--- config.mk ---
export PLATFORM = sky130hd
export DESIGN_NAME = module_display_7seg
export DESIGN_NICKNAME = d
export VERILOG_FILES = /design/src/rtl/module_display_7seg.sv
export SDC_FILE = /design/constraint.sdc
export NUM_CORES = 1
export LEC_CHECK = 0
export CORE_ASPECT_RATIO = 0.8
export CORE_UTILIZATION = 35
export DETAILED_ROUTE_END_ITERATION = 8
export PLACE_DENSITY_LB_ADDON = 0.12
export SLEW_MARGIN = 20
export SYNTH_ARGS = -nofsm -noshare
export SYNTH_HDL_FRONTEND = slang
export SYNTH_SLANG_ARGS = --single-unit
--- constraint.sdc ---
create_clock -name clk -period 3.6 [get_ports clk]
set_input_delay 0.72 -clock clk [delete_from_list [all_inputs] [get_ports clk]]
set_output_delay 0.72 -clock clk [all_outputs]
set_load 0.005 [all_outputs]
--- src/rtl/module_display_7seg.sv ---
// module_display_7seg: 4-digit multiplexed common-anode 7-seg scan driver.
// Build option: LEADING_ZERO_BLANK_EN blanks a zero tens digit.
module module_display_7seg #(
  parameter int REFRESH_DIV = 27000
) (
  input  logic       clk,
  input  logic       rst,
  input  logic [7:0] first_num,
  input  logic [7:0] second_num,
  input  logic       listo_1,
  input  logic       listo_2,
  output logic [3:0] anodo,
  output logic [6:0] seg,
  output logic       frame_done
);

  localparam int CW = $clog2(REFRESH_DIV);
  localparam logic [CW-1:0] LAST = CW'(REFRESH_DIV - 1);

`ifdef LEADING_ZERO_BLANK_EN
  localparam bit LZB = 1'b1;
`else
  localparam bit LZB = 1'b0;
`endif

  typedef enum logic [1:0] {
    SHOW_A,
    SHOW_B,
    SHOW_AB
  } mode_t;

  logic [CW-1:0] div_cnt;
  logic [1:0]    idx;
  logic          tick;
  logic          frame_end;
  logic [7:0]    snap_a;
  logic [7:0]    snap_b;
  mode_t         mode;
  mode_t         mode_nxt;
  mode_t         mode_q;
  logic [3:0]    nib;
  logic          blank;
  logic          tens;

  assign tick      = (div_cnt == LAST);
  assign frame_end = tick && (idx == 2'd3);

  function automatic logic [6:0] dec7(input logic [3:0] d);
    logic [6:0] s;
    case (d)
      4'd0:    s = 7'b1000000;
      4'd1:    s = 7'b1111001;
      4'd2:    s = 7'b0100100;
      4'd3:    s = 7'b0110000;
      4'd4:    s = 7'b0011001;
      4'd5:    s = 7'b0010010;
      4'd6:    s = 7'b0000010;
      4'd7:    s = 7'b1111000;
      4'd8:    s = 7'b0000000;
      4'd9:    s = 7'b0010000;
      default: s = 7'b0111111;
    endcase
    return s;
  endfunction

  // Refresh divider and slot index.
  always_ff @(posedge clk) begin
    if (rst) begin
      div_cnt <= '0;
      idx     <= 2'd0;
    end else begin
      div_cnt <= tick ? '0 : div_cnt + 1'b1;
      if (tick)
        idx <= idx + 2'd1;
    end
  end

  // Frame boundary: pulse and snapshot operands plus mode together.
  always_ff @(posedge clk) begin
    if (rst) begin
      frame_done <= 1'b0;
      snap_a     <= 8'h00;
      snap_b     <= 8'h00;
      mode_q     <= SHOW_A;
    end else begin
      frame_done <= frame_end;
      if (frame_end) begin
        snap_a <= first_num;
        snap_b <= second_num;
        mode_q <= mode;
      end
    end
  end

  // Mode state register.
  always_ff @(posedge clk) begin
    if (rst)
      mode <= SHOW_A;
    else
      mode <= mode_nxt;
  end

  // Mode next-state: follows the entry-done flags.
  always_comb begin
    mode_nxt = mode;
    case (mode)
      SHOW_A: begin
        if (listo_1 && listo_2)
          mode_nxt = SHOW_AB;
        else if (listo_1)
          mode_nxt = SHOW_B;
      end
      SHOW_B: begin
        if (listo_2)
          mode_nxt = SHOW_AB;
      end
      SHOW_AB: begin
        if (!listo_1 && !listo_2)
          mode_nxt = SHOW_A;
      end
      default: mode_nxt = SHOW_A;
    endcase
  end

  // Pick the nibble for the current slot, or blank it.
  always_comb begin
    nib   = 4'h0;
    blank = 1'b1;
    tens  = idx[0];
    case (mode_q)
      SHOW_A: begin
        if (!idx[1]) begin
          blank = 1'b0;
          nib   = idx[0] ? snap_a[7:4] : snap_a[3:0];
        end
      end
      SHOW_B: begin
        if (!idx[1]) begin
          blank = 1'b0;
          nib   = idx[0] ? snap_b[7:4] : snap_b[3:0];
        end
      end
      SHOW_AB: begin
        blank = 1'b0;
        unique case (idx)
          2'd3: nib = snap_a[7:4];
          2'd2: nib = snap_a[3:0];
          2'd1: nib = snap_b[7:4];
          2'd0: nib = snap_b[3:0];
        endcase
      end
      default: blank = 1'b1;
    endcase
    if (LZB && tens && nib == 4'h0)
      blank = 1'b1;
  end

  // Output register: anode and segments switch on the same edge.
  always_ff @(posedge clk) begin
    if (rst) begin
      anodo <= 4'hF;
      seg   <= 7'h7F;
    end else if (tick) begin
      if (blank) begin
        anodo <= 4'hF;
        seg   <= 7'h7F;
      end else begin
        anodo <= ~(4'b0001 << idx);
        seg   <= dec7(nib);
      end
    end
  end

endmodule

==> impl_metrics.yaml <==
pwr:
  ir_drop_mv: 0.125
  powerDensity_nw_per_um2: 316
  p_leak_uw: 0.00118
final_layout:
  antenna_cells: 0
  num-fill-cells: 640
  multiInputGateArea_sq_um: 1360
  final_area_sq_um: 2890
  layout_common_cells: "nor2_1 (51), dfxtp_1 (49), clkdlybuf4s50_1 (31), mux2i_1 (28), a21oi_1 (12)"
  drive_gt1_share_pct: 10.5
  fin_nets: 317
  syn_to_final_growth_pct: 18.6
  final_common_cell: "nor2_1"
  fin_cells: 371
  ff_latch_area_sq_um: 981
drt:
  via_count: 1897
  wl_per_cell_microns: 13.6
  detail_route.iter0.violations: 130
  viasPerCell: 5.11
  final_antenna_net_count: 0
  drtPass1Iterations: 4
  wirelength_microns: 5030
  post-route-drc-count: 0
global_route:
  met2_usage_pct: 20.4
  grt_antenna_before_repair: 0
  grt_max_degree: 24
  grt-busiest-layer: "met1"
  grt_pass1_vias: 1729
  grt.met1_usage_pct: 22.7
  track_usage_pct: 15.0
  gr-usage-met3_pct: 3.59
  grt_pass1_wl_microns: 8450
  grt_overflow: 0
setup_path:
  slowest_stage: "dfxtp_1"
  reg2reg_slack_ns: 1.02
  cp-start-kind: "register"
  end_kind: "register"
  worst-setup-path-type: "register to register"
  crit_family: "flip-flops"
  required_ns: 3.78
  crit_fanout: 13
  path_cells: "inv_1, ha_1, a22oi_1, a221oi_1, nor2_1, inv_1, ha_1, o21ai_0, a211oi_1"
  path_buf_inv: 2
  cpPeakStageDelay_ns: 0.75
  crit_arrival_ns: 2.76
sta:
  drv_slew: 0
  finalSetupTns_ns: 0
  fin_crit_sh_pct: 71.7
  hold_violations: 0
  worst_slack_ns: 1.02
  maxSlewHeadroom_pct: 53.5
  setup_violations: 0
  worstMarginPinSlew_ns: 0.697
  max_freq_mhz: 387
  grt_setup_unrepaired: "false"
  period_minus_slack_ns: 2.58
  skew_ns: 0.00838
min_path:
  min_path_type: "register to register"
placed_design:
  place_congestion: 0.884
  dp_hpwl_microns: 3680
  placedCellCount: 363
  place_area_sq_um: 2800
  portBuffers: 31
  place_ws_ns: 1.07
cts:
  cts_tree: "done"
  clockBufferDepth: 2
  cts_hold_buf: 0
  clkSlewWorstSetupHoldPaths_ns: 0.09
  clk_latency_ns: 0.31
  numCtsBuffers: 5
  htreeDepth: 2
  clkSinkCount: 49
  cts_root_buf: "clkbuf_8"
  cts_resized: 0
  post_cts_buffers: 0
synth:
  synthesis.area_sq_um: 2440
  synth_cells: 255
  syn_nets: 286
  async_flop_share_pct: 0
  postSynthAreaPerCell_sq_um: 9.56
  synth_flop_cell: "dfxtp_1"
  yosysWarnings: 0
  seq_area_frac_synth_pct: 40.2
  ys_ff_latch: 49
  synth_edf_count: 0
  synth_cell_types: 52
run_status:
  status: "completed"
floorplan:
  dieArea_sq_um: 7300
  die_h_microns: 76.6
  initial_core_util_pct: 37.1
  coreArea_sq_um: 6570
  rows: 26
  die_x_microns: 95.3
  pin_count: 32
flow_run:
  timing.max_cap.violations: 0
-- per-stage QoR --
step                utilization (%)  hold WS, ns  total power, uW
CTS                            44.0        0.483              928
detailed placement             42.7        0.451              605
finish                         44.0        0.480              914
global placement               42.7        0.449              605
global route                   44.0        0.511              957
floorplan                         -        0.430              580
-- flip-flops by register name (all words and copies together), names as in the netlist --
signal      flops
snap_b          8
frame_done      1
div_cnt        15
mode            2
snap_a          8
idx             2
mode_q          2
seg             7
anodo           4
-- routing by layer --
metal	routed length, microns	share of wire [%]
met5	0	0
met4	65	1.3
met3	272	5.4
met2	1990	39
met1	2710	54
-- worst reg2reg max path: stages, from the launching register on --
cell and delay [ns]:
dfxtp_1 0.75, inv_1 0.16, ha_1 0.30, a22oi_1 0.21
a221oi_1 0.10, nor2_1 0.29, inv_1 0.11, ha_1 0.21
o21ai_0 0.22, a211oi_1 0.10
-- power by group --
group          internal [uW]  switching, uW
clock network            134            187
registers                546           4.23
logic                   25.5           16.9
-- final timing paths --
check | start | endpoint | depth (start not counted)
worst max-delay path | idx[0] | seg[5] | 9
worst min-delay path | div_cnt[0] | div_cnt[0] | 1
worst max register to register | idx[0] | seg[5] | 9
worst min register to register | div_cnt[0] | div_cnt[0] | 1
-- final cells by class --
cell class                      count  share of cell area, %
Multi-Input combinational cell    188                   47.0
Sequential cell                    49                   33.9
Timing Repair Buffer               33                   11.3
Tap cell                           84                   3.64
Clock buffer                        5                   2.38
Inverter                            9                   1.17
Clock inverter                      3                  0.606
-- cells in the mapped netlist, types with 3 or more instances --
| master | n | share of area, % |
|---|---|---|
| a21oi_1 | 12 | 2.5 |
| o22ai_1 | 5 | 1.3 |
| nand3_1 | 8 | 1.6 |
| xor2_1 | 7 | 2.5 |
| o21ai_0 | 6 | 1.2 |
| clkbuf_1 | 3 | 0.46 |
| inv_1 | 9 | 1.4 |
| a22oi_1 | 4 | 1.2 |
| nand2_1 | 7 | 1.1 |
| ha_1 | 11 | 5.6 |
| nor2_1 | 51 | 7.9 |
| xnor2_1 | 5 | 1.8 |
| dfxtp_1 | 49 | 40 |
| mux2i_1 | 28 | 11 |
| a221oi_1 | 3 | 1.1 |
-- kinds of logic (layout without fill, tap and decap cells) --
group,after synthesis,count (layout),share of synthesized area (%)
simple gates,95,95,21.6
flops,49,49,40.2
compound gates,41,41,12.2
mux,29,29,12.0
buf+inv,18,50,4.00
xor+xnor,12,12,4.31
fa+ha+maj,11,11,5.65
Power figures use the tool's default switching activity.
